===== src/rtl/ctrl_pipe_pkg.sv =====
// Shared constants for the control-signal pipeline: stage indices, bubble fill
// and the bit layout of one stage record.
package ctrl_pipe_pkg;

    localparam int unsigned ST_EX  = 0;
    localparam int unsigned ST_MEM = 1;
    localparam int unsigned ST_WB  = 2;

    // A bubble is the all-zero record, so downstream sees no side effect
    localparam logic BUBBLE_BIT = 1'b0;

    // Record layout, LSB first: rf_en, load, rd, ctrl, valid
    localparam int unsigned OFS_RF_EN = 0;
    localparam int unsigned OFS_LOAD  = 1;
    localparam int unsigned OFS_RD    = 2;

    function automatic int unsigned ofs_ctrl(input int unsigned reg_w);
        return OFS_RD + reg_w;
    endfunction

    function automatic int unsigned ofs_valid(input int unsigned ctrl_w, input int unsigned reg_w);
        return OFS_RD + reg_w + ctrl_w;
    endfunction

    function automatic int unsigned rec_w(input int unsigned ctrl_w, input int unsigned reg_w);
        return ofs_valid(ctrl_w, reg_w) + 1;
    endfunction

endpackage


===== src/rtl/ctrl_pipe_hz_stage.sv =====
// One pipeline stage register: hold wins over clear, clear loads a bubble.
module pipe_stage_reg #(
    parameter int unsigned W = 1
) (
    input  logic         CLK,
    input  logic         CLR,
    input  logic         hold,
    input  logic         clear,
    input  logic [W-1:0] d,
    output logic [W-1:0] q
);

    logic [W-1:0] data_q;
    logic [W-1:0] data_d;

    always_comb begin
        data_d = data_q;
        if (!hold) begin
            data_d = clear ? '0 : d;
        end
    end

    always_ff @(posedge CLK or negedge CLR) begin
        if (!CLR) begin
            data_q <= '0;
        end else begin
            data_q <= data_d;
        end
    end

    assign q = data_q;

endmodule


===== src/rtl/ctrl_pipe_hz.sv =====
// Control-bundle pipeline from ID through STAGES stages with stall, flush,
// load-use bubble insertion and saturating bubble/stall counters.
module ctrl_pipe_hz
    import ctrl_pipe_pkg::*;
#(
    parameter int unsigned CTRL_W = 16,
    parameter int unsigned STAGES = 3,
    parameter int unsigned REG_W  = 4,
    parameter int unsigned CNT_W  = 16
) (
    input  logic                     CLK,
    input  logic                     CLR,
    input  logic                     id_valid,
    input  logic [CTRL_W-1:0]        id_ctrl,
    input  logic                     id_load,
    input  logic                     id_rf_en,
    input  logic [REG_W-1:0]         id_rd,
    input  logic [REG_W-1:0]         id_rn,
    input  logic [REG_W-1:0]         id_rm,
    input  logic                     id_use_rn,
    input  logic                     id_use_rm,
    input  logic                     ext_stall,
    input  logic                     flush,
    output logic [STAGES-1:0]        st_valid,
    output logic [STAGES*CTRL_W-1:0] st_ctrl,
    output logic [STAGES*REG_W-1:0]  st_rd,
    output logic [STAGES-1:0]        st_load,
    output logic [STAGES-1:0]        st_rf_en,
    output logic                     hz_stall,
    output logic [CNT_W-1:0]         bubble_cnt,
    output logic [CNT_W-1:0]         stall_cnt
);

    localparam int unsigned REC_W = rec_w(CTRL_W, REG_W);
    localparam int unsigned OFS_C = ofs_ctrl(REG_W);
    localparam int unsigned OFS_V = ofs_valid(CTRL_W, REG_W);

    logic [REC_W-1:0] rec_q [STAGES];
    logic [REC_W-1:0] id_rec_c;
    logic             bubble_c;
    logic             ex_valid_c;
    logic             ex_load_c;
    logic             ex_rf_en_c;
    logic [REG_W-1:0] ex_rd_c;
    logic [CNT_W-1:0] bubble_cnt_q, bubble_cnt_d;
    logic [CNT_W-1:0] stall_cnt_q, stall_cnt_d;

    // Fields are zeroed when ID holds nothing real
    assign id_rec_c = id_valid ? {1'b1, id_ctrl, id_rd, id_load, id_rf_en}
                               : {REC_W{BUBBLE_BIT}};

    assign ex_valid_c = rec_q[ST_EX][OFS_V];
    assign ex_load_c  = rec_q[ST_EX][OFS_LOAD];
    assign ex_rf_en_c = rec_q[ST_EX][OFS_RF_EN];
    assign ex_rd_c    = rec_q[ST_EX][OFS_RD +: REG_W];

    // A flushed instruction never needs a stall, so flush masks the hazard
    assign hz_stall = !flush && id_valid && ex_valid_c && ex_load_c && ex_rf_en_c
                   && ((id_use_rn && (id_rn == ex_rd_c)) || (id_use_rm && (id_rm == ex_rd_c)));
    assign bubble_c = flush || hz_stall;

    for (genvar g = 0; g < STAGES; g++) begin : g_stage
        logic [REC_W-1:0] d_c;
        logic             clear_c;

        if (g == 0) begin : g_head
            assign d_c     = id_rec_c;
            assign clear_c = bubble_c;
        end else begin : g_tail
            assign d_c     = rec_q[g-1];
            assign clear_c = 1'b0;
        end

        pipe_stage_reg #(.W(REC_W)) u_stage (
            .CLK   (CLK),
            .CLR   (CLR),
            .hold  (ext_stall),
            .clear (clear_c),
            .d     (d_c),
            .q     (rec_q[g])
        );

        assign st_valid[g]                 = rec_q[g][OFS_V];
        assign st_ctrl[g*CTRL_W +: CTRL_W] = rec_q[g][OFS_C +: CTRL_W];
        assign st_rd[g*REG_W +: REG_W]     = rec_q[g][OFS_RD +: REG_W];
        assign st_load[g]                  = rec_q[g][OFS_LOAD];
        assign st_rf_en[g]                 = rec_q[g][OFS_RF_EN];
    end

    // Saturating counters; bubbles only count on edges that actually advance
    always_comb begin
        bubble_cnt_d = bubble_cnt_q;
        stall_cnt_d  = stall_cnt_q;
        if (ext_stall) begin
            if (stall_cnt_q != '1) begin
                stall_cnt_d = stall_cnt_q + CNT_W'(1);
            end
        end else if (bubble_c && (bubble_cnt_q != '1)) begin
            bubble_cnt_d = bubble_cnt_q + CNT_W'(1);
        end
    end

    always_ff @(posedge CLK or negedge CLR) begin
        if (!CLR) begin
            bubble_cnt_q <= '0;
            stall_cnt_q  <= '0;
        end else begin
            bubble_cnt_q <= bubble_cnt_d;
            stall_cnt_q  <= stall_cnt_d;
        end
    end

    assign bubble_cnt = bubble_cnt_q;
    assign stall_cnt  = stall_cnt_q;

endmodule


===== config.mk =====
export PLATFORM = sky130hd
export DESIGN_NAME = ctrl_pipe_hz
export DESIGN_NICKNAME = d
export VERILOG_FILES = /design/src/rtl/ctrl_pipe_pkg.sv /design/src/rtl/ctrl_pipe_hz_stage.sv /design/src/rtl/ctrl_pipe_hz.sv
export SDC_FILE = /design/constraint.sdc
export NUM_CORES = 1
export LEC_CHECK = 0
export CAP_MARGIN = 20
export CORE_ASPECT_RATIO = 0.8
export CORE_MARGIN = 3
export CORE_UTILIZATION = 49
export DETAILED_ROUTE_END_ITERATION = 8
export PLACE_DENSITY = 0.91
export SYNTH_ARGS = -nofsm -noshare
export SYNTH_HDL_FRONTEND = slang
export SYNTH_SLANG_ARGS = --single-unit

===== constraint.sdc =====
create_clock -name CLK -period 3.15 [get_ports CLK]
set_input_delay 0.315 -clock CLK [delete_from_list [all_inputs] [get_ports CLK]]
set_output_delay 0.315 -clock CLK [all_outputs]
set_load 0.005 [all_outputs]

# ---- Word level (Yosys, flattened, before mapping)
# Cells that the tools add are included.
dict set report classes {
  add_sub_neg 2
  n_mul 0
  div 0
  n_lt_le_gt_ge 0
  eq_ne 4
  n_shift 0
  muxes 2
  n_bitwise 1
  n_reduce_logical 13
}
# operator n
set ops {}
lappend ops {{$mux 23} 2}
lappend ops {{$add 16x1->16 const B} 2}
lappend ops {{$ne 16x16->1 const B} 2}
lappend ops {{$eq 4x4->1} 2}
lappend ops {{$logic_and 1x1->1} 8}
lappend ops {{$reduce_and 2->1} 2}
lappend ops {{$logic_or 1x1->1} 2}
lappend ops {{$logic_not 1->1} 1}
lappend ops {{$not 1->1} 1}
dict set report word_totals {
  regBits 101
  latchBits 0
  ram_bits 0
  mem_bits_ro 0
  wordCells 27
  mem_count 0
}

# ---- Logic depth before layout (Yosys ltp)
dict set report logic_depth {
  ltp_word 9
  ltp_mapped 7
  mapped_depth_nobuf 7
}

# ---- By module
# A second synthesis with hierarchy kept.
dict set report hier_totals {
  cells_unflattened 488
  hier_area_um2 4793.3
}
# module instances cells_per_inst area_per_inst_um2
set modules_own_cells {}
lappend modules_own_cells {pipe_stage_reg 3 98 979.7}
lappend modules_own_cells {ctrl_pipe_hz 1 194 1854.3}

# ---- Worst setup path after synthesis
# Ideal clock, no wire load.
dict set report synth_timing {
  path_kind {register to register}
  startpoint {register g_stage[0].u_stage.data_q[2]}
  endpoint {register bubble_cnt_q[4] (netlist: bubble_cnt[4])}
  setup_time_ns 0.127
  arrival_ns 1.504
  t_required_ns 3.023
  path_slack_ns 1.518
  stages_incl_launch_ff 6
  path_buffers 0
  period_less_slack_ns 1.632
  cell_sequence {dfrtp_1 -> a222oi_1 -> nand4b_1 -> nand3b_2 -> nand4_1 -> mux2_1}
}
dict set report synth_via {
  elab_chain_cells 7
  elab_cells_between_ends 9
}
# item line
set synth_lines {}
lappend synth_lines {{start, declared} ctrl_pipe_hz_stage.sv:13} ;# logic [W-1:0] data_q;
lappend synth_lines {{start signal, assigned} ctrl_pipe_hz_stage.sv:27} ;# data_q <= data_d;
lappend synth_lines {{$eq 4x4->1} ctrl_pipe_hz.sv:59} ;# && ((id_use_rn && (id_rn == ex_rd_c)) || (id_use_rm && (id_rm == ex_rd_c)));
lappend synth_lines {{$logic_and 1x1->1} ctrl_pipe_hz.sv:59}
lappend synth_lines {{$logic_or 1x1->1 *} ctrl_pipe_hz.sv:59}
lappend synth_lines {{$logic_and 1x1->1 *} ctrl_pipe_hz.sv:59}
lappend synth_lines {{$logic_or 1x1->1 *} ctrl_pipe_hz.sv:60} ;# assign bubble_c = flush || hz_stall;
lappend synth_lines {{$logic_and 1x1->1 *} ctrl_pipe_hz.sv:98} ;# end else if (bubble_c && (bubble_cnt_q != '1)) begin
lappend synth_lines {{$reduce_and 2->1 (no source line) *} n/a}
lappend synth_lines {{end signal, assigned} ctrl_pipe_hz.sv:108} ;# bubble_cnt_q <= bubble_cnt_d;
lappend synth_lines {{end, declared} ctrl_pipe_hz.sv:45} ;# logic [CNT_W-1:0] bubble_cnt_q, bubble_cnt_d;
# Mark *: on every way between the ends. The rest lies on a longest branch, timed or not.
# A chain may end at the register's enable or synchronous reset.

# ---- Final worst setup path
dict set report layout_timing {
  startpoint {register g_stage[0].u_stage.data_q[2]}
  endpoint {output hz_stall}
}
dict set report layout_via {
  elab_chain_cells 4
  elab_cells_between_ends 6
}
# item line
set layout_lines {}
lappend layout_lines {{$eq 4x4->1} ctrl_pipe_hz.sv:59}
lappend layout_lines {{$logic_and 1x1->1} ctrl_pipe_hz.sv:59}
lappend layout_lines {{$logic_or 1x1->1 *} ctrl_pipe_hz.sv:59}
lappend layout_lines {{$logic_and 1x1->1 *} ctrl_pipe_hz.sv:59}
lappend layout_lines {{end, declared} ctrl_pipe_hz.sv:29} ;# output logic hz_stall,
# Marks and branches as above.

==> flow_metrics.py <==
metrics = {
    "power_and_ir_drop": {
        "p_leak_nw": 2.58,
        "p_int_mw": 2.32,
        "power_frac_comb_pct": 21.6,
        "p_clk_share_pct": 27.1,
        "seq_power_share_pct": 51.3,
        "peakVddDrop_mv": 0.414,
        "power_density_nw_per_um2": 532,
        "netSwitchingFraction_pct": 25.3,
        "power.switching_uw": 789,
    },
    "sta": {
        "maxSlewHeadroom_pct": 39.9,
        "fin_tns_setup_ns": 0,
        "period_share_pct": 77.0,
        "post-route-min-period_ns": 2.42,
        "report.final.slew_viol_count": 0,
        "clock.fmax_ghz": 0.412,
        "tightest_slew_ns": 0.899,
        "finalHoldViolations": 0,
        "clock_skew_ns": 0.00910,
        "rsz0062_at_grt": "false",
        "setup_viol": 0,
        "postLayoutSetupSlackWorst_ns": 0.725,
    },
    "cts": {
        "hold_buffers": 0,
        "cts_root_buffer": "clkbuf_8",
        "max-clock-path-buffers": 2,
        "cts_buffers": 9,
        "htreeDepth": 3,
        "cts_resized": 0,
        "cts_tree": "built",
        "clk_latency_ns": 0.34,
        "cts_setup_buffers": 0,
        "numClockSinks": 101,
        "path_clk_slew_ns": 0.09,
    },
    "critical_path": {
        "cp_top_family": "buffers and inverters",
        "cp_num_buf_inv": 1,
        "startpoint_type": "flip-flop",
        "crit_type": "flip-flop to primary output",
        "cp_data_required_time_ns": 2.83,
        "cp_cell_sequence": "a222oi_1 -> nand4b_1 -> nand2_1 -> clkdlybuf4s50_1",
        "critPathCaptureType": "primary output",
        "worstPathArrival_ns": 2.11,
        "cp_slowest_cell": "clkdlybuf4s50_1",
        "slowest_delay_ns": 0.53,
        "cp_max_fo": 6,
    },
    "die": {
        "dieHeight_microns": 88.7,
        "die-area_sq_um": 9710,
        "initial_core_util_pct": 51.6,
        "pin_count": 139,
        "num_rows": 29,
        "die_x_microns": 109,
        "coreArea_sq_um": 8130,
    },
    "synthesis": {
        "synth-edff-count": 0,
        "synth_nets": 350,
        "synth_top_area_share_pct": 60.3,
        "synthTopCellsByArea": "dfrtp_1 60%, mux2_2 13%, xnor2_1 4.6%, a22o_1 4.4%, nand4_1 1.8%",
        "ys_warn_count": 0,
        "synth_area_leader_cell": "dfrtp_1",
        "synthTopCellsByCount": "101 x dfrtp_1, 47 x mux2_2, 22 x xnor2_1",
        "synthCells": 311,
        "ys_ff_latch": 101,
        "syn-cell-area_sq_um": 4190,
        "synth_cell_types": 41,
        "ys.flop_type": "dfrtp_1",
        "yosysMostFrequentCell": "dfrtp_1",
        "async_flop_share_pct": 100,
        "synth_area_per_cell_sq_um": 13.5,
        "ys_seq_area_share_pct": 60.3,
    },
    "grt": {
        "grt_pass1_vias": 2935,
        "grt_usage_pct": 19.7,
        "grt_pass1_wl_microns": 14900,
        "grt_max_degree": 62,
        "antenna_found_initial": 0,
        "grt-ovfl-total": 0,
    },
    "job": {
        "max_cap_viol_count": 0,
    },
    "status": {
        "status": "completed",
    },
    "placed_design": {
        "dp_hpwl_microns": 6880,
        "placed_cells": 546,
        "gp_congestion": 0.776,
        "place_worst_setup_slack_ns": 0.731,
        "port_buffers": 138,
    },
    "route": {
        "finalWirelength_microns": 9410,
        "routedWlPerCell_microns": 16.8,
        "drcViolationCount": 0,
        "first_pass_iters": 4,
        "vias": 2976,
        "viasPerCell": 5.31,
        "drtIter0Drc": 71,
        "antenna_left": 0,
    },
    "hold_path": {
        "hold_class": "primary input to asynchronous set/reset pin",
    },
    "finish": {
        "fin_nets": 488,
        "n_antenna_cell": 0,
        "fin_cells": 560,
        "drive_gt1_share_pct": 16.6,
        "num-fill-cells": 583,
        "syn_to_final_growth_pct": 39.6,
    },
}
-- worst register-to-register path, cell delays in order, from the launching register on --
cell and delay, ns:
dfrtp_1 0.48, nand2b_1 0.19, o2111ai_1 0.08, nand4b_1 0.17, nand2_1 0.12, nor3_4 0.70
a22o_1 0.26
-- routing by layer --
| metal | track usage, % | part of all wire [%] | vias to the layer above |
|---|---|---|---|
| met2 | 33.7 | 49 | 93 |
| met4 | 5.10 | 0.86 | 0 |
| li1 | - | - | 1390 |
| met1 | 24.9 | 43 | 1484 |
| met5 | 0 | 0 | - |
| met3 | 5.69 | 7.5 | 9 |
-- final cells by class --
type                    count  area, sq um  share of cell area, %
flip-flops and latches    101         2530                   43.2
multi-input cells         193         1580                   27.0
repair buffers            141         1400                   23.9
well taps                 108          135                   2.31
clock buffers              10          128                   2.18
clock inverters             4         75.1                   1.28
inverters                   3         11.3                  0.192
-- cell families after synthesis --
group / synth area share, %
DFF: 60.3
buffers and inverters: 2.06
AOI/OAI and AO/OA: 6.80
and+or+nand+nor: 10.9
muxes: 13.5
xor gates and xnor gates: 5.85
adders and majority gates: 0.597
-- power by group through the flow --
stage / Combinational, mW / Clock [mW] / Sequential (mW)
after global placement: 0.660 / 0 / 1.61
after floorplan: 0.247 / 0 / 1.61
after CTS: 0.684 / 0.872 / 1.60
after detailed placement: 0.677 / 0 / 1.62
after global routing: 0.732 / 0.921 / 1.62
final: 0.673 / 0.844 / 1.60
-- per-stage QoR --
| step | hold WS (ns) | cell area [sq um] | power, mW | utilization, % |
|---|---|---|---|---|
| floorplan | 0.0194 | 4190 | 1.85 | - |
| global placement | 0.426 | 5650 | 2.27 | 69.5 |
| detailed placement | 0.444 | 5650 | 2.30 | 69.5 |
| CTS | 0.0576 | 5850 | 3.15 | 72.0 |
| global route | 0.0893 | 5850 | 3.28 | 72.0 |
| finish | 0.0376 | 5850 | 3.11 | 72.0 |
-- cell usage in the layout (no fill, tap or decap), types with 2 or more instances in the layout --
cell type        count
nor2_1              10
clkbuf_8             9
and4_1               2
and2_1               4
xnor2_1             22
nand2b_1             4
inv_1                3
and3_1               5
nand3_1             12
clkinvlp_4           2
a22o_1              21
nand3_2              2
nand3b_2             2
nand2_1             17
nand4b_1             2
buf_4                5
nand4_1             12
a21oi_1              3
ha_1                 2
nor3_1               2
clkdlybuf4s50_1    136
a31oi_1              2
xor2_1               6
mux2_2              47
mux2_1               2
bufinv_16            2
dfrtp_1            101
-- path summary, 6_finish.rpt --
| path | slack, ns | cells past startpoint | start | to |
|---|---|---|---|---|
| worst max-delay path | 0.73 | 4 | g_stage[0].u_stage.q[2]$_DFFE_PN0N_ | hz_stall |
| worst min-delay path | 0.04 | 1 | CLR | bubble_cnt[9]$_DFFE_PN0P_ |
| worst max register to register | 1.09 | 6 | g_stage[0].u_stage.q[3]$_DFFE_PN0N_ | g_stage[0].u_stage.q[17]$_DFFE_PN0N_ |
| worst min register to register | 0.50 | 1 | bubble_cnt[9]$_DFFE_PN0P_ | bubble_cnt[9]$_DFFE_PN0P_ |
| max in group asynchronous | 2.29 | 2 | CLR | stall_cnt[1]$_DFFE_PN0P_ |
| min in group CLK | 0.49 | 2 | ext_stall | stall_cnt[2]$_DFFE_PN0P_ |
-- registers in the layout, indices dropped and copies added (netlist names) --
register,flops
g_stage.u_stage.q,69
bubble_cnt,16
stall_cnt,16
No activity file was read; power rests on OpenSTA's default activity.
